File: src/rtl/fault_pkg.sv
// Shared types and constants for the fault window controller.
// Holds fault codes, the FSM state encoding and the saturating abs helper.
package fault_pkg;

  localparam logic [2:0] FAULT_NORMAL = 3'b000;
  localparam logic [2:0] FAULT1       = 3'b001;

  localparam int VC_TH_DEF = 4853;
  localparam int IC_TH_DEF = 31396;

  typedef enum logic [1:0] {
    IDLE    = 2'd0,
    ACQ     = 2'd1,
    EVAL    = 2'd2,
    TRIPPED = 2'd3
  } state_t;

  // -32768 has no positive 16-bit twin, so it saturates to full scale.
  function automatic logic [14:0] abs_sat(input logic signed [15:0] x);
    logic signed [15:0] neg;
    neg = -x;
    if (x == 16'sh8000)
      return 15'h7fff;
    else if (x < 0)
      return neg[14:0];
    else
      return x[14:0];
  endfunction

endpackage

File: src/rtl/fault_window_ctrl_if.sv
// Sample stream, control and status bundle of the fault window controller.
// master drives samples/control, slave (the controller) drives status.
interface fault_window_ctrl_if;
  logic               enable;
  logic               sample_valid;
  logic signed [15:0] vc_sample;
  logic signed [15:0] ic_sample;
  logic               clear_trip;
  logic               peak_valid;
  logic signed [15:0] vc_peak;
  logic signed [15:0] ic_peak;
  logic [2:0]         fault_type;
  logic [3:0]         confirm_cnt;
  logic               trip;
  logic               overrun;
  logic               busy;

  modport master (
    output enable, sample_valid, vc_sample, ic_sample, clear_trip,
    input  peak_valid, vc_peak, ic_peak, fault_type, confirm_cnt,
           trip, overrun, busy
  );

  modport slave (
    input  enable, sample_valid, vc_sample, ic_sample, clear_trip,
    output peak_valid, vc_peak, ic_peak, fault_type, confirm_cnt,
           trip, overrun, busy
  );
endinterface

File: src/rtl/fault_window_ctrl_abs_peak_tracker.sv
// Running saturated |sample| peak for one channel.
// peak_nxt exposes the value including the current sample for same-edge capture.
module abs_peak_tracker
  import fault_pkg::*;
(
  input  logic               clk,
  input  logic               rst_n,
  input  logic               clr,
  input  logic               valid,
  input  logic signed [15:0] sample,
  output logic [14:0]        peak,
  output logic [14:0]        peak_nxt
);

  logic [14:0] mag;

  always_comb begin
    mag      = abs_sat(sample);
    peak_nxt = peak;
    if (valid && (mag > peak))
      peak_nxt = mag;
  end

  always_ff @(posedge clk or negedge rst_n) begin
    if (!rst_n)
      peak <= '0;
    else if (clr)
      peak <= '0;
    else
      peak <= peak_nxt;
  end

endmodule

File: src/rtl/fault_window_ctrl.sv
// Windowed Vc/Ic peak classifier with consecutive-window trip confirmation.
//   state   | meaning
//   IDLE    | waiting for enable, trackers held clear
//   ACQ     | accumulating WIN_LEN samples into running peaks
//   EVAL    | one cycle: peak_valid, confirm counter update
//   TRIPPED | trip latched until clear_trip
module fault_window_ctrl
  import fault_pkg::*;
#(
  parameter int WIN_LEN   = 16,
  parameter int CONFIRM_N = 3,
  parameter int VC_TH     = VC_TH_DEF,
  parameter int IC_TH     = IC_TH_DEF
) (
  input  logic                 clk,
  input  logic                 rst_n,
  fault_window_ctrl_if.slave   bus
);

  localparam int              CW          = (WIN_LEN > 1) ? $clog2(WIN_LEN) : 1;
  localparam logic [CW-1:0]   LAST_IDX    = CW'(WIN_LEN - 1);
  localparam logic [3:0]      CONFIRM_MAX = 4'(CONFIRM_N);
  localparam logic [15:0]     VC_TH16     = 16'(VC_TH);
  localparam logic [15:0]     IC_TH16     = 16'(IC_TH);

  state_t        state, state_nxt;
  logic [CW-1:0] win_cnt, win_cnt_nxt;
  logic [3:0]    cnt, cnt_nxt, cnt_inc;
  logic [14:0]   vc_run, vc_run_nxt, ic_run, ic_run_nxt;
  logic [14:0]   vc_pk, ic_pk;
  logic [2:0]    ftype;
  logic          ovr;
  logic          take, last, trk_clr, eval_fault;

  function automatic logic is_fault(input logic [14:0] v, input logic [14:0] i);
    return ({1'b0, v} > VC_TH16) && ({1'b0, i} > IC_TH16);
  endfunction

  assign take    = (state == ACQ) && bus.enable && bus.sample_valid;
  assign last    = take && (win_cnt == LAST_IDX);
  assign trk_clr = (state != ACQ) || !bus.enable;

  abs_peak_tracker u_vc_trk (
    .clk      (clk),
    .rst_n    (rst_n),
    .clr      (trk_clr),
    .valid    (take),
    .sample   (bus.vc_sample),
    .peak     (vc_run),
    .peak_nxt (vc_run_nxt)
  );

  abs_peak_tracker u_ic_trk (
    .clk      (clk),
    .rst_n    (rst_n),
    .clr      (trk_clr),
    .valid    (take),
    .sample   (bus.ic_sample),
    .peak     (ic_run),
    .peak_nxt (ic_run_nxt)
  );

  always_comb begin
    state_nxt   = state;
    win_cnt_nxt = win_cnt;
    cnt_nxt     = cnt;
    eval_fault  = is_fault(vc_pk, ic_pk);
    cnt_inc     = (cnt >= CONFIRM_MAX) ? CONFIRM_MAX : cnt + 4'd1;

    unique case (state)
      IDLE: begin
        win_cnt_nxt = '0;
        if (bus.enable)
          state_nxt = ACQ;
      end
      ACQ: begin
        if (!bus.enable) begin
          state_nxt   = IDLE;
          win_cnt_nxt = '0;
          cnt_nxt     = '0;
        end else if (take) begin
          if (last) begin
            state_nxt   = EVAL;
            win_cnt_nxt = '0;
          end else begin
            win_cnt_nxt = win_cnt + 1'b1;
          end
        end
      end
      EVAL: begin
        win_cnt_nxt = '0;
        state_nxt   = bus.enable ? ACQ : IDLE;
        if (eval_fault) begin
          cnt_nxt = cnt_inc;
          // A confirmed trip wins over a dropped enable: protection must latch.
          if (cnt_inc == CONFIRM_MAX)
            state_nxt = TRIPPED;
        end else begin
          cnt_nxt = '0;
        end
      end
      TRIPPED: begin
        if (bus.clear_trip) begin
          cnt_nxt   = '0;
          state_nxt = bus.enable ? ACQ : IDLE;
        end
      end
      default: begin
        state_nxt   = IDLE;
        win_cnt_nxt = '0;
        cnt_nxt     = '0;
      end
    endcase
  end

  always_ff @(posedge clk or negedge rst_n) begin
    if (!rst_n) begin
      state   <= IDLE;
      win_cnt <= '0;
      cnt     <= '0;
      vc_pk   <= '0;
      ic_pk   <= '0;
      ftype   <= FAULT_NORMAL;
      ovr     <= 1'b0;
    end else begin
      state   <= state_nxt;
      win_cnt <= win_cnt_nxt;
      cnt     <= cnt_nxt;
      if (last) begin
        vc_pk <= vc_run_nxt;
        ic_pk <= ic_run_nxt;
        ftype <= is_fault(vc_run_nxt, ic_run_nxt) ? FAULT1 : FAULT_NORMAL;
      end
      // A sample landing in the same cycle as the clear still counts as overrun.
      if (bus.sample_valid && ((state == EVAL) || (state == TRIPPED)))
        ovr <= 1'b1;
      else if (bus.clear_trip)
        ovr <= 1'b0;
    end
  end

  assign bus.peak_valid  = (state == EVAL);
  assign bus.vc_peak     = {1'b0, vc_pk};
  assign bus.ic_peak     = {1'b0, ic_pk};
  assign bus.fault_type  = ftype;
  assign bus.confirm_cnt = cnt;
  assign bus.trip        = (state == TRIPPED);
  assign bus.overrun     = ovr;
  assign bus.busy        = (state == ACQ) || (state == EVAL);

endmodule

File: src/flat_wrapper.sv
// flat-port wrapper written by rule: the top's interface ports become plain ports
module fault_window_ctrl_flat import fault_pkg::*;
#(
  parameter int WIN_LEN   = 16,
  parameter int CONFIRM_N = 3,
  parameter int VC_TH     = VC_TH_DEF,
  parameter int IC_TH     = IC_TH_DEF
)
  (clk, rst_n, bus_enable, bus_sample_valid, bus_vc_sample, bus_ic_sample, bus_clear_trip, bus_peak_valid, bus_vc_peak, bus_ic_peak, bus_fault_type, bus_confirm_cnt, bus_trip, bus_overrun, bus_busy);
  fault_window_ctrl_if bus_i ();
  input  logic clk;
  input  logic rst_n;
  input wire logic [$bits(bus_i.enable)-1:0] bus_enable;
  input wire logic [$bits(bus_i.sample_valid)-1:0] bus_sample_valid;
  input wire logic [$bits(bus_i.vc_sample)-1:0] bus_vc_sample;
  input wire logic [$bits(bus_i.ic_sample)-1:0] bus_ic_sample;
  input wire logic [$bits(bus_i.clear_trip)-1:0] bus_clear_trip;
  output wire logic [$bits(bus_i.peak_valid)-1:0] bus_peak_valid;
  output wire logic [$bits(bus_i.vc_peak)-1:0] bus_vc_peak;
  output wire logic [$bits(bus_i.ic_peak)-1:0] bus_ic_peak;
  output wire logic [$bits(bus_i.fault_type)-1:0] bus_fault_type;
  output wire logic [$bits(bus_i.confirm_cnt)-1:0] bus_confirm_cnt;
  output wire logic [$bits(bus_i.trip)-1:0] bus_trip;
  output wire logic [$bits(bus_i.overrun)-1:0] bus_overrun;
  output wire logic [$bits(bus_i.busy)-1:0] bus_busy;
  assign bus_i.enable = bus_enable;
  assign bus_i.sample_valid = bus_sample_valid;
  assign bus_i.vc_sample = bus_vc_sample;
  assign bus_i.ic_sample = bus_ic_sample;
  assign bus_i.clear_trip = bus_clear_trip;
  assign bus_peak_valid = bus_i.peak_valid;
  assign bus_vc_peak = bus_i.vc_peak;
  assign bus_ic_peak = bus_i.ic_peak;
  assign bus_fault_type = bus_i.fault_type;
  assign bus_confirm_cnt = bus_i.confirm_cnt;
  assign bus_trip = bus_i.trip;
  assign bus_overrun = bus_i.overrun;
  assign bus_busy = bus_i.busy;
  fault_window_ctrl #(.WIN_LEN(WIN_LEN), .CONFIRM_N(CONFIRM_N), .VC_TH(VC_TH), .IC_TH(IC_TH)) u_core (.clk(clk), .rst_n(rst_n), .bus(bus_i));
endmodule
File: config.mk
export PLATFORM = sky130hd
export DESIGN_NAME = fault_window_ctrl_flat
export DESIGN_NICKNAME = d
export VERILOG_FILES = /design/src/rtl/fault_pkg.sv /design/src/rtl/fault_window_ctrl_if.sv /design/src/rtl/fault_window_ctrl_abs_peak_tracker.sv /design/src/rtl/fault_window_ctrl.sv /design/src/flat_wrapper.sv
export SDC_FILE = /design/constraint.sdc
export NUM_CORES = 1
export LEC_CHECK = 0
export BUFFER_PORTS_ARGS = -buffer_cell sky130_fd_sc_hd__buf_2
export CAP_MARGIN = 20
export CORE_ASPECT_RATIO = 0.9
export CORE_UTILIZATION = 25
export DETAILED_ROUTE_END_ITERATION = 8
export MAX_ROUTING_LAYER = met4
export SETUP_SLACK_MARGIN = 0.05
export SYNTH_ARGS = -nofsm -noshare
export SYNTH_HDL_FRONTEND = slang
export SYNTH_HIERARCHICAL = 1
export SYNTH_SLANG_ARGS = --single-unit
File: constraint.sdc
create_clock -name clk -period 3.1 [get_ports clk]
set_input_delay 0.31 -clock clk [delete_from_list [all_inputs] [get_ports clk]]
set_output_delay 0.31 -clock clk [all_outputs]
set_load 0.05 [all_outputs]
Word-level counts from Yosys, hierarchy flattened
Index checks and enable logic that the tools add are counted.
{"block": "totals", "latch_bits": 0, "romBits": 0, "ff_bits": 74, "word_cells": 84, "mem_bits_rw": 0, "inputBits": 37, "out_inout_bits": 43, "memories": 0}
{"block": "op_classes", "eq_ne": 13, "n_reduce_logical": 20, "mul": 0, "bitwise": 0, "add_sub_neg": 4, "order_cmp": 9, "n_div": 0, "n_mux": 29, "n_shift": 0}
{"cell": "two-way mux 15 bit", "n": 8}
{"cell": "== test 16 bit (second input constant)", "n": 2}
{"cell": "< comparator 16 x 1 -> 1 bit (second input constant)", "n": 2}
{"cell": "> comparator 15 x 13 -> 1 bit (second input constant)", "n": 2}
{"cell": "> comparator 15 bit", "n": 2}
{"cell": "> comparator 15 bit (second input constant)", "n": 2}
{"cell": "negation 15 bit", "n": 2}
{"cell": "two-way mux 4 bit", "n": 7}
{"cell": "two-way mux 2 bit", "n": 7}
{"cell": "case mux 4 bit (3 select lines)", "n": 1}
{"cell": "adder 4 x 1 -> 4 bit (second input constant)", "n": 2}
{"cell": "logical AND 1 bit", "n": 8}
{"cell": "case mux 2 bit (4 select lines)", "n": 1}
{"cell": "case mux 4 bit (2 select lines)", "n": 1}
{"cell": "!= test 2 bit (second input constant)", "n": 3}
{"cell": "!= test 3 x 2 -> 1 bit (second input constant)", "n": 2}
{"cell": "== test 2 bit (second input constant)", "n": 2}
{"cell": "== test 4 x 2 -> 1 bit (second input constant)", "n": 1}
{"cell": "== test 4 bit (second input constant)", "n": 1}
{"cell": ">= comparator 4 x 2 -> 1 bit (second input constant)", "n": 1}
{"cell": "two-way mux 1 bit", "n": 4}
{"cell": "AND reduction 4 bit", "n": 1}
{"cell": "nonzero test 2 bit", "n": 2}
{"cell": "logical OR 1 bit", "n": 3}
{"cell": "other kinds (8)", "n": 8}

Logic depth before layout (Yosys ltp)
Gate-level depths: netlist of run 1.
{"block": "depth", "depth_word": 9, "mapped_depth": 18, "ltp_nobuf": 17}

Hierarchy
Netlist of run 1, hierarchy kept.
{"mod": "fault_window_ctrl", "seq_area_each_um2": 1051.0, "area_each_um2": 2087.0, "cells_per_inst": 173, "instances": 1}
{"mod": "abs_peak_tracker (u_core.u_vc_trk)", "seq_area_each_um2": 375.4, "area_each_um2": 1831.8, "cells_per_inst": 203, "instances": 1}
{"mod": "abs_peak_tracker (u_core.u_ic_trk)", "seq_area_each_um2": 375.4, "area_each_um2": 1794.2, "cells_per_inst": 204, "instances": 1}

Worst setup path after synthesis of run 1
No wires, ideal clock.
{"block": "synth_timing", "path_type": "input to register", "startpoint": "in bus_vc_sample[6]", "endpoint": "reg u_core.ftype[0] (netlist: u_core/bus.fault_type[0])", "required_time_ns": 2.979, "setup_time_ns": 0.121, "path_slack_ns": -0.860, "path_stages": 14, "t_arrival_ns": 3.839, "cell_sequence": "or4_4 buf_6 o41ai_4 mux2i_1 ha_1 nand4_1 nor3_1 nor4_4 a21oi_4 buf_4 mux2_2 nor4_1 a2111oi_2 a22o_1"}
{"block": "synth_between", "elab_chain_len": 9, "elab_cells_between_ends": 11, "classes_between": "1 x add/sub; 3 x order compare; 1 x eq/ne; 4 x mux; 2 x reduce/logical"}
{"item": "start: declaration", "line": "flat_wrapper.sv:15", "text": "input wire logic [$bits(bus_i.vc_sample)-1:0] bus_vc_sample;"}
{"item": "negation 15 bit or < comparator 16 x 1 -> 1 bit (tied branches)", "line": "fault_pkg.sv:21, fault_pkg.sv:24"}
{"item": "two-way mux 15 bit", "line": "fault_pkg.sv:24", "text": "else if (x < 0)"}
{"item": "two-way mux 15 bit (*)", "line": "fault_pkg.sv:22", "text": "if (x == 16'sh8000)"}
{"item": "> comparator 15 bit", "line": "fault_window_ctrl_abs_peak_tracker.sv:20", "text": "if (valid && (mag > peak))"}
{"item": "logical AND 1 bit", "line": "fault_window_ctrl_abs_peak_tracker.sv:20"}
{"item": "two-way mux 15 bit (*)", "line": "fault_window_ctrl_abs_peak_tracker.sv:20"}
{"item": "via u_core.vc_run_nxt[13]", "line": "fault_window_ctrl.sv:29", "text": "logic [14:0] vc_run, vc_run_nxt, ic_run, ic_run_nxt;"}
{"item": "> comparator 15 x 13 -> 1 bit (*)", "line": "fault_window_ctrl.sv:36", "text": "return ({1'b0, v} > VC_TH16) && ({1'b0, i} > IC_TH16);"}
{"item": "logical AND 1 bit (*)", "line": "fault_window_ctrl.sv:36"}
{"item": "two-way mux 1 bit (*)", "line": "fault_window_ctrl.sv:132", "text": "ftype <= is_fault(vc_run_nxt, ic_run_nxt) ? FAULT1 : FAULT_NORMAL;"}
{"item": "end signal: assignment", "line": "fault_window_ctrl.sv:132"}
{"item": "end: declaration", "line": "fault_window_ctrl.sv:31", "text": "logic [2:0] ftype;"}
Mark *: on every way through the listed nets, which the timed path passes. The rest lies on a longest branch.
A chain may end at the register's enable or synchronous reset.

Worst setup path after layout of run 1
{"block": "layout_timing", "startpoint": "in bus_vc_sample[8]", "endpoint": "reg u_core.ftype[0] (netlist: u_core/bus.fault_type[0])"}
The elaborated chain is that of the path after synthesis.

==> results of run 1 <==
cell usage after synthesis (8+ instances only):
cell,n
dfrtp_1,72
inv_1,52
mux2_2,51
ha_1,38
nand2_1,36
a21oi_1,33
mux2i_1,23
nor2_1,23
o21ai_0,20
a211oi_1,14
a41oi_1,12
nand4_1,11
o31ai_1,11
nand3_1,10
nor3_1,9
clkbuf_1,8
layout by cell type (no fill, tap or decap), types with 6 or more instances in the layout:
cell | synthesis | layout
buf_4 | 6 | 138
o41ai_4 | 4 | 6
a41oi_1 | 12 | 12
mux2i_1 | 23 | 21
o21ai_2 | 1 | 6
mux2_2 | 51 | 10
o31ai_1 | 11 | 8
a21oi_1 | 33 | 17
a21oi_2 | 1 | 10
nand2_1 | 36 | 34
nand4_1 | 11 | 11
buf_6 | 4 | 46
o21ai_0 | 20 | 14
nor2_1 | 23 | 18
buf_2 | 2 | 67
nand2b_1 | 7 | 6
a211oi_2 | 2 | 12
nor3_1 | 9 | 6
ha_1 | 38 | 28
inv_1 | 52 | 52
ha_4 | 0 | 9
nand3_1 | 10 | 10
mux2_4 | 1 | 43
dfrtp_1 | 72 | 72
clkbuf_16 | 0 | 9
a21oi_4 | 1 | 8
stage by stage:
stage,TNS (ns),hold WS [ns],cells
4_1_cts,-4.07,0.170,1114
3_3_place_gp,-26.35,0.489,1070
3_5_place_dp,-28.84,0.499,1070
5_1_grt,-8.90,0.172,1130
2_1_floorplan,-9.51,0.0144,583
6_report,-5.49,0.107,1130
how the worst max path moves through the flow:
stage | from | end | slack [ns] | cells past startpoint
finish | bus_vc_sample[8] | u_core/bus.fault_type[0] | -0.56 | 17
global route | bus_vc_sample[8] | u_core/bus.fault_type[0] | -0.66 | 18
CTS | bus_vc_sample[4] | u_core/bus.fault_type[0] | -0.48 | 17
detailed placement | bus_vc_sample[6] | u_core/bus.fault_type[0] | -1.17 | 16
global placement | bus_vc_sample[6] | u_core/bus.fault_type[0] | -1.14 | 16
floorplan | bus_vc_sample[6] | u_core/bus.fault_type[0] | -0.68 | 14
kinds of logic (layout without fill, tap and decap cells):
logic type               count (synthesis)  count (layout)  share of synthesized area (%)
flip-flops                              72              72                           31.5
AO/OA/AOI/OAI                          150             150                           21.3
adder cells (fa/ha/maj)                 38              38                           8.32
multiplexers                            76              76                           14.5
AND/OR/NAND/NOR                        159             159                           16.9
other                                    1               4                         0.0656
XOR/XNOR                                 8               8                           1.23
buffers and inverters                   76             326                           6.07
sequential cells by signal (all words and copies together) (netlist names):
| name | flops |
|---|---|
| u_core/win_cnt | 4 |
| u_core/u_vc_trk/peak | 15 |
| u_core/state | 2 |
| u_core/bus.confirm_cnt | 4 |
| u_core/bus.fault_type | 1 |
| u_core/vc_pk | 15 |
| u_core/bus.overrun | 1 |
| u_core/u_ic_trk/peak | 15 |
| u_core/ic_pk | 15 |
worst register-to-register path: cells and delay by family, from the launching register on:
kind                     cells  cell delay [ns]
AO/OA/AOI/OAI                8             1.50
flip-flops                   1             0.40
multiplexers                 1             0.31
buffers and inverters        2             0.25
adder cells (fa/ha/maj)      1             0.21
AND/OR/NAND/NOR              1             0.07
metal layers:
layer,up-vias,wire (um)
met3,7,751
met4,0,67
li1,2690,-
met5,-,0
met1,2683,8130
met2,101,8460
what timing repair did:
| action | CTS | global route |
|---|---|---|
| pin swaps | 47 | 33 |
| resized for setup | 87 | 79 |
| hold buffers | 0 | 0 |
| buffers inserted | 29 | 24 |
| setup endpoints to repair | 48 | 57 |
| hold endpoints to repair | 0 | 0 |
final cells by class:
| cell class | instances | area (um2) |
|---|---|---|
| fill | 2161 | 13400 |
| multi-input combinational | 435 | 4360 |
| timing repair buffer | 256 | 1980 |
| sequential | 72 | 1800 |
| tap | 297 | 372 |
| clock buffer | 12 | 256 |
| inverter | 54 | 203 |
| clock inverter | 4 | 51.3 |
power breakdown:
| group | total (mW) | switching, mW | internal (mW) |
|---|---|---|---|
| Combinational | 1.61 | 0.874 | 0.738 |
| Sequential | 1.02 | 0.0340 | 0.984 |
| Clock | 1.10 | 0.427 | 0.670 |
==> summary.md, run 1 <==
| Metric | Value |
|---|---|
| Yosys cell types | 88 |
| GR Util met3 | 2.79% |
| Port bufs | 75 |
| Gr busiest metal | met2 |
| Synth Flop Type | dfrtp_1 |
| Die area | 23500 um2 |
| Clock Tree Buf Depth | 2 |
| # DRC | 0 |
| CP top delay family | compound AO/OA/AOI/OAI gates |
| Post-DRT Antenna Nets | 0 |
| Area of the core | 22400 um2 |
| Worst Slack Setup Final | -0.557 ns |
| GPL Wtd Cong | 0.832 |
| Cells after Synth | 580 |
| Reg2Reg Setup Slack | 0.23 ns |
| Inserted Diodes | 0 |
| Area delta synth->final | 58.0% |
| Met1 Use GR | 20.0% |
| Starting Density | 25.5% |
| H-tree lvl count | 3 |
| Final min period | 3.66 ns |
| Synth Register Bits | 72 |
| Slew @ Worst Pin | 0.974 ns |
| Largest net degree at the start of global routing | 73 |
| Detailed Route Iter0 Violations | 218 |
| DRT Pass-1 Iters | 6 |
| Gr usage total | 15.2% |
| Final worst path period share | 118% |
| # rows | 52 |
| Grt met2 use | 24.5% |
| Startpoint types | primary input |
| VDD IR max | 0.257 mV |
| Synth Area per Inst | 9.85 um2 |
| Unrepaired setup endpoints after global routing | yes |
| Critical Path RT | 3.32 ns |
| Max-slew violations | 0 |
| PD cells | 413 nW/um2 |
| RR Startpoint | u_core/u_vc_trk/peak[5] |
| Nets | 903 |
| GRT Residual Overflow | 0 |
| Max Cap Viol | 0 |
| Wire per inst | 15.4 um |
| Ranking of synthesized cells by area | dfrtp_1 (32%), mux2_2 (10%), ha_1 (8.3%), mux2i_1 (4.0%), inv_1 (3.4%) |
| Number of synthesized flops with an enable pin | 0 |
| Leak Pwr | 4.07 nW |
| Register area share after synthesis | 31.5% |
| Slowest CP cell | or4_4 |
| Utilization after layout | 40.2% |
| Clock tree sinks | 72 |
| Cells on worst reg2reg path | 13 |
| DRT Wirelength | 17400 um |
| Clk_lat worst skew | 0.34 ns |
| Die Ht | 145 um |
| DP Wirelength | 12600 um |
| Share of layout cells above drive strength 1 | 54.3% |
| Status | finished, violations left |
| Vias per std cell | 4.85 |
| First-pass GRT wire length | 27800 um |
| Violated checks | negative setup slack |
| CP endpoint kind | flop |
| Crit Path Category | in -> reg |
| Final setup vio count | 36 |
| Post-synth top area cell | dfrtp_1 |
| CTS tree | built |
| Most common cell on crit path | buf_6 |
| Worst EP arrival | 3.88 ns |
| Die W | 161 um |
| Crit-path cells | buf_6 -> or4_4 -> buf_6 -> a2111oi_4 -> a2bb2oi_2 -> inv_1 -> ha_4 -> nand4_1 -> o31ai_4 -> a21oi_4 -> buf_6 -> mux2_4 -> a21oi_2 -> nor2_2 -> o21ai_2 -> a2111oi_4 -> a22o_1 |
| Clk pin slew, worst setup/hold paths | 0.06 ns |
| CTS root buf | clkbuf_16 |
| Largest stage delay on the critical path | 0.63 ns |
| Layout Skew | 0.0125 ns |
| Power Total | 3.73 mW |
| CTS buffer count | 9 |
| Post-synthesis cell area | 5710 um2 |
| Final Hold Violating Endpoints | 0 |
| Critical path peak fanout | 5 |
| WP buf/inv | 4 |
| Ys Warns | 6 |
| Ports | 80 |
| Initial antenna violation count | 0 |
| HP Class | in -> async |
| Pre-CTS setup slack | -1.17 ns |
| Finished Cell Area | 9030 um2 |
| Via count | 5481 |
| Top-area cell type share of the netlist area | 31.5% |
| Async SR Flop Fraction | 100% |
| Rel. slew slack | 35.1% |
| Worst R2R End | u_core/bus.fault_type[0] |
| Vias in the first global route | 5478 |
| Max Fclk | 273 MHz |
| Area post-placement | 7610 um2 |
Note: power is estimated with default switching activity, not from simulation.
==> inputs of run 2 (changes only) <==
clock period = 4.4 ns   (was 3.1 ns; I/O delays follow)
==> run 2 against run 1 <==
The flow finishes with violations (design-rule violations). Combinational power fell by 54%. Critical path depth fell by 4. Total power fell by 42%.
==> summary.md, run 2 (synthesized netlist as in run 1, its figures left out) <==
| Metric | Value |
|---|---|
| Port bufs | 75 (unchanged) |
| Placed cell count | 958 (-10%) |
| Violated checks | design-rule violations |
| # rows | 52 (unchanged) |
| Die W | 161 um (unchanged) |
| Sw Share | 37.2% (+1.4 points) |
| Die area | 23500 um2 (unchanged) |
| Total negative slack | 0 ns (+5.49 ns) |
| Comb power frac | 34.8% (-8.5 points) |
| Clk pin slew, worst setup/hold paths | 0.06 ns (about the same) |
| VDD IR max | 0.394 mV (+53%) |
| Power Total | 2.15 mW (-42%) |
| CP endpoint kind | flop |
| H-tree lvl count | 3 (unchanged) |
| Fin cells | 973 (-14%) |
| First-pass GRT wire length | 25200 um (-9.5%) |
| CTS tree | built |
| Vias per std cell | 4.91 (+1.3%) |
| Final min period | 4.01 ns |
| Rel. slew slack | 37.9% (+2.8 points) |
| Worst EP arrival | 4.24 ns (+0.36 ns) |
| Detailed Route Iter0 Violations | 276 (+27%) |
| Area of the core | 22400 um2 (unchanged) |
| FF+latch area | 1800 um2 (unchanged) |
| Most frequent cells in the layout | buf_2 (74), dfrtp_1 (72), inv_1 (52), mux2_2 (51), ha_1 (38) |
| Nets | 747 (-17%) |
| Post-DRT Antenna Nets | 0 (unchanged) |
| Critical Path RT | 4.63 ns (+1.31 ns) |
| PD cells | 316 nW/um2 (-23%) |
| Worst R2R End | u_core/bus.fault_type[0] |
| Max Cap Viol | 0 (unchanged) |
| Leak Pwr | 3.05 nW (-25%) |
| Final setup vio count | 0 (-100%) |
| Via count | 4780 (-13%) |
| CTS buffer count | 9 (unchanged) |
| CTS root buf | clkbuf_16 |
| Max-slew violations | 0 (unchanged) |
| Starting Density | 25.5% (unchanged) |
| Clk_lat worst skew | 0.34 ns (about the same) |
| Initial antenna violation count | 0 (unchanged) |
| Post_cts resized | 0 (-100%) |
| Cells on worst reg2reg path | 10 (-3) |
| Reg2Reg Setup Slack | 1.34 ns (+1.11 ns) |
| Unrepaired setup endpoints after global routing | no |
| Pre-CTS setup slack | 0.0230 ns (+1.19 ns) |
| Slew @ Worst Pin | 0.932 ns (-0.0420 ns) |
| Critical path peak fanout | 11 (+6) |
| Ports | 80 (unchanged) |
| # DRC | 1 (+1) |
| Setup Buffers After CTS | 0 (-100%) |
| DRT Wirelength | 15300 um (-12%) |
| RR Startpoint | u_core/u_vc_trk/peak[13] |
| DRT Pass-1 Iters | 7 (+1) |
| Status | finished, violations left |
| Vias in the first global route | 4663 (-15%) |
| Layout Skew | 0.00785 ns (-0.00460 ns) |
| Largest net degree at the start of global routing | 73 (unchanged) |
| Switching pwr | 0.799 mW (-40%) |
| Layout fillers | 2369 (+9.6%) |
| Gr usage total | 14.0% (-1.2 points) |
| Clock power frac | 31.8% (+2.4 points) |
| DP Wirelength | 12000 um (-4.5%) |
| Crit Path Category | in -> reg |
| Most common cell after layout, fill and taps aside | buf_2 |
| Wire per inst | 15.7 um (+2.1%) |
| Startpoint types | primary input |
| Area delta synth->final | 18.9% |
| Final Hold Violating Endpoints | 0 (unchanged) |
| Inserted Diodes | 0 (unchanged) |
| Clock tree sinks | 72 (unchanged) |
| Hold Buf Count CTS | 0 (unchanged) |
| GRT Residual Overflow | 0 (unchanged) |
| Max Fclk | 249 MHz |
| Final worst path period share | 91.2% |
| Multi-input gate area | 3580 um2 (-18%) |
| Internal power | 1.35 mW (-44%) |
| Worst Slack Setup Final | 0.387 ns (+0.944 ns) |
| Die Ht | 145 um (unchanged) |
| Share of layout cells above drive strength 1 | 31.4% (-23 points) |
| HP Class | in -> async |
| GPL Wtd Cong | 0.878 (+5.5%) |
| Clock Tree Buf Depth | 2 (unchanged) |
| Seq pwr share | 33.4% (+6.1 points) |
## run 2: cell count changes in the layout (fill, tap and decap cells not counted), moves of 10 or more
cell | previous run | this run
a211oi_1 | 1 | 14
a211oi_2 | 12 | 2
a21oi_1 | 17 | 33
buf_4 | 138 | 26
buf_6 | 46 | 0
ha_1 | 28 | 38
mux2_2 | 10 | 51
mux2_4 | 43 | 1
## run 2: per-stage QoR
stage / utilization, % / hold slack (ns) / instance area (um2)
2_1_floorplan: - / 0.144 / 5720
3_3_place_gp: 29.0 / 0.487 / 6520
3_5_place_dp: 29.0 / 0.494 / 6520
4_1_cts: 30.3 / 0.275 / 6790
5_1_grt: 30.3 / 0.309 / 6790
6_report: 30.3 / 0.222 / 6790
## run 2: power groups by stage
stage                     sequential (mW)  clock [mW]  combinational (mW)
final                               0.717       0.683               0.746
after global routing                0.723       0.732               0.822
after CTS                           0.718       0.708               0.745
after detailed placement            0.729           0               0.741
after global placement              0.728           0               0.736
after floorplan                     0.739           0               0.536
## run 2: layer usage
layer	GRT usage, %	up-vias	routed length (um)
li1	-	2374	-
met1	19.8	2304	7800
met2	19.5	87	6570
met3	3.28	15	726
met4	4.10	0	216
met5	-	-	0
## run 2: worst max-delay path, cell delays in order
cell       delay (ns)
buf_2            0.14
or4_4            0.61
o41ai_4          0.36
a21oi_1          0.15
ha_1             0.33
nand4_1          0.19
nor3_1           0.39
nor4_4           0.10
a21oi_4          0.35
mux2_2           0.41
nor4_1           0.42
a2111oi_2        0.13
a22o_1           0.22
## run 2: cell type report
cell class,count,area share [%]
multi-input cells,435,52.7
flip-flops and latches,72,26.5
repair buffers,100,8.33
well taps,297,5.47
clock buffers,10,3.52
inverters,54,2.99
clock inverters,5,0.498
## run 2: how the worst max path moves through the flow
stage / start / endpoint / cells past startpoint
after detailed placement: bus_vc_sample[6] / u_core/bus.fault_type[0] / 13
after CTS: bus_vc_sample[6] / u_core/bus.fault_type[0] / 13
after floorplan: bus_vc_sample[6] / u_core/bus.fault_type[0] / 14
after global placement: bus_vc_sample[6] / u_core/bus.fault_type[0] / 17
final: bus_vc_sample[6] / u_core/bus.fault_type[0] / 13
after global routing: bus_vc_sample[6] / u_core/bus.fault_type[0] / 17
==> inputs of run 3 (changes only) <==
--- a/config.mk
+++ b/config.mk
@@ -10,7 +10,9 @@
 export CORE_ASPECT_RATIO = 0.9
 export CORE_UTILIZATION = 25
+export CTS_BUF_LIST = sky130_fd_sc_hd__clkbuf_4
 export DETAILED_ROUTE_END_ITERATION = 8
 export MAX_ROUTING_LAYER = met4
 export SETUP_SLACK_MARGIN = 0.05
+export SLEW_MARGIN = 30
 export SYNTH_ARGS = -nofsm -noshare
 export SYNTH_HDL_FRONTEND = slang
==> constraint.sdc (replaced) <==
create_clock -name clk -period 4.4 [get_ports clk]
set_input_delay 0.66 -clock clk [delete_from_list [all_inputs] [get_ports clk]]
set_output_delay 0.66 -clock clk [all_outputs]
set_load 0.05 [all_outputs]
==> run 3 against run 2 <==
The flow still finishes with violations (design-rule violations). Setup slack got worse by 0.051 ns. Via count up 1.7%. Total power is 13% lower. Largest cell class unchanged. Largest power group unchanged. Highest routed layer unchanged.
==> summary.md, run 3 (synthesized netlist as in run 1, its figures left out) <==
| Metric | Value |
|---|---|
| Via count | 4861 (+1.7%) |
| CTS buffer count | 9 (unchanged) |
| Max Cap Viol | 0 (unchanged) |
| # rows | 52 (unchanged) |
| Sw Share | 40.9% (+3.7 points) |
| Slew @ Worst Pin | 0.790 ns (-0.142 ns) |
| Final setup vio count | 0 (unchanged) |
| Worst setup path startpoint | bus_vc_sample[6] |
| Post_cts resized | 0 (unchanged) |
| Reg2Reg Setup Slack | 1.43 ns (+0.09 ns) |
| Comb power frac | 41.2% (+6.4 points) |
| Clock power frac | 20.2% (-12 points) |
| CTS tree | built |
| DRT Pass-1 Iters | 6 (-1) |
| PD cells | 275 nW/um2 (-13%) |
| First-pass GRT wire length | 25000 um (-0.80%) |
| Largest net degree at the start of global routing | 73 (unchanged) |
| Layout fillers | 2382 (+0.55%) |
| Area of the core | 22400 um2 (unchanged) |
| Layout Skew | 0.0233 ns (+0.0154 ns) |
| Vias per std cell | 4.90 (-0.25%) |
| Most frequent cells in the layout | buf_2 (74), dfrtp_1 (72), inv_1 (52), mux2_2 (51), buf_4 (42) |
| Worst R2R End | u_core/bus.fault_type[0] |
| Die area | 23500 um2 (unchanged) |
| Area delta synth->final | 18.5% |
| Critical path peak fanout | 6 (-5) |
| Leak Pwr | 3.06 nW (+0.58%) |
| Detailed Route Iter0 Violations | 336 (+22%) |
| CTS root buf | clkbuf_4 |
| Worst EP arrival | 4.45 ns (+0.21 ns) |
| Post-DRT Antenna Nets | 0 (unchanged) |
| # DRC | 1 (unchanged) |
| GPL Wtd Cong | 0.850 (-3.2%) |
| Crit Path Category | in -> reg |
| Die Ht | 145 um (unchanged) |
| Max Fclk | 246 MHz (-1.2%) |
| Initial antenna violation count | 1 (+1) |
| Port bufs | 75 (unchanged) |
| Nets | 764 (+2.3%) |
| DP Wirelength | 12100 um (+0.60%) |
| HP Class | in -> async |
| Setup Buffers After CTS | 0 (unchanged) |
| Status | finished, violations left |
| Seq pwr share | 38.5% (+5.1 points) |
| Critical Path RT | 4.79 ns (+0.16 ns) |
| Placed cell count | 975 (+1.8%) |
| CP endpoint kind | flop |
| Violated checks | design-rule violations |
| Internal power | 1.10 mW (-18%) |
| Multi-input gate area | 3580 um2 (unchanged) |
| Startpoint types | primary input |
| Switching pwr | 0.762 mW (-4.7%) |
| Clk pin slew, worst setup/hold paths | 0.12 ns (+0.06 ns) |
| Unrepaired setup endpoints after global routing | no |
| Most common cell after layout, fill and taps aside | buf_2 |
| Gr usage total | 13.8% (-0.21 points) |
| Hold WS | 0.208 ns (-0.0139 ns) |
| Vias in the first global route | 4640 (-0.49%) |
| RR Startpoint | u_core/u_vc_trk/peak[13] |
| Share of layout cells above drive strength 1 | 33.1% (+1.8 points) |
| Hold Buf Count CTS | 0 (unchanged) |
| H-tree lvl count | 3 (unchanged) |
| Clk_lat worst skew | 0.44 ns (+0.10 ns) |
| Starting Density | 25.5% (unchanged) |
| Ports | 80 (unchanged) |
| Final Hold Violating Endpoints | 0 (unchanged) |
| FF+latch area | 1800 um2 (unchanged) |
| Fin cells | 992 (+2.0%) |
| Clock Tree Buf Depth | 2 (unchanged) |
| Max-slew violations | 0 (unchanged) |
| Wire per inst | 15.4 um (-2.0%) |
| Pre-CTS setup slack | -0.0763 ns (-0.0993 ns) |
| Final worst path period share | 92.4% (+1.2 points) |
| Die W | 161 um (unchanged) |
| GRT Residual Overflow | 0 (unchanged) |
| Worst setup path end | u_core/bus.fault_type[0] |
| VDD IR max | 0.501 mV (+27%) |
| Cells on worst reg2reg path | 13 (+3) |
| Clock tree sinks | 72 (unchanged) |
| DRT Wirelength | 15300 um (-0.12%) |
| Final min period | 4.06 ns (+0.0508 ns) |
| Rel. slew slack | 47.2% (+9.4 points) |
| Worst Slack Setup Final | 0.336 ns (-0.0508 ns) |
| Utilization after layout | 30.2% (-0.10 points) |
-- run 3: changes by cell type in the layout (fill, tap and decap cells not counted) --
cell | before | now
buf_4 | 26 | 42
buf_6 | 0 | 1
clkbuf_16 | 9 | 0
clkbuf_4 | 0 | 11
clkbuf_8 | 1 | 0
diode_2 | 0 | 1
-- run 3: area by class of cell --
class | count | area share, %
Sequential cell | 72 | 26.6
Timing Repair Buffer | 117 | 10.3
Antenna cell | 1 | 0.0370
Multi-Input combinational cell | 435 | 52.8
Inverter | 54 | 3.00
Clock inverter | 5 | 0.499
Clock buffer | 11 | 1.22
Tap cell | 297 | 5.49
-- run 3: worst min path at each step --
| stage | startpoint | to | depth (start not counted) |
|---|---|---|---|
| CTS | rst_n | u_core/u_ic_trk/peak[3] | 1 |
| detailed placement | u_core/u_ic_trk/peak[14] | u_core/u_ic_trk/peak[14] | 1 |
| finish | rst_n | u_core/u_ic_trk/peak[5] | 1 |
| global placement | u_core/u_ic_trk/peak[14] | u_core/u_ic_trk/peak[14] | 1 |
| global route | rst_n | u_core/u_ic_trk/peak[3] | 1 |
| floorplan | rst_n | u_core/bus.confirm_cnt[0] | 0 |
-- run 3: layer usage --
metal	vias up	global-route usage [%]	share of wire, %
met5	-	-	0
met4	0	3.35	1.4
met1	2349	20.0	53
li1	2405	-	-
met3	12	3.02	4.6
met2	95	19.1	41
-- run 3: metrics by stage --
| stage | instance area (um2) | total power, mW | setup TNS [ns] |
|---|---|---|---|
| 5_1_grt | 6770 | 2.00 | 0 |
| 3_5_place_dp | 6650 | 1.49 | -0.0763 |
| 6_report | 6770 | 1.86 | 0 |
| 4_1_cts | 6760 | 1.88 | 0 |
| 3_3_place_gp | 6650 | 1.49 | -0.0863 |
| 2_1_floorplan | 5720 | 1.28 | 0 |
-- run 3: power by group through the flow --
stage / clock network (mW) / registers (mW) / logic, mW
after CTS: 0.397 / 0.717 / 0.767
after detailed placement: 0 / 0.728 / 0.764
after floorplan: 0 / 0.739 / 0.536
after global routing: 0.426 / 0.722 / 0.847
after global placement: 0 / 0.729 / 0.759
final: 0.377 / 0.717 / 0.767
-- run 3: worst max-delay path, cell delays in order --
cell	delay, ns
buf_2	0.10
or4_4	0.61
o41ai_4	0.37
nor2_1	0.09
a21oi_1	0.24
ha_1	0.31
a21oi_1	0.16
a21boi_1	0.12
nor4_4	0.35
buf_4	0.20
a211oi_1	0.09
a21oi_1	0.22
nand4_1	0.11
nor2_1	0.16
o21ai_0	0.12
a2111oi_2	0.37
a22o_1	0.18
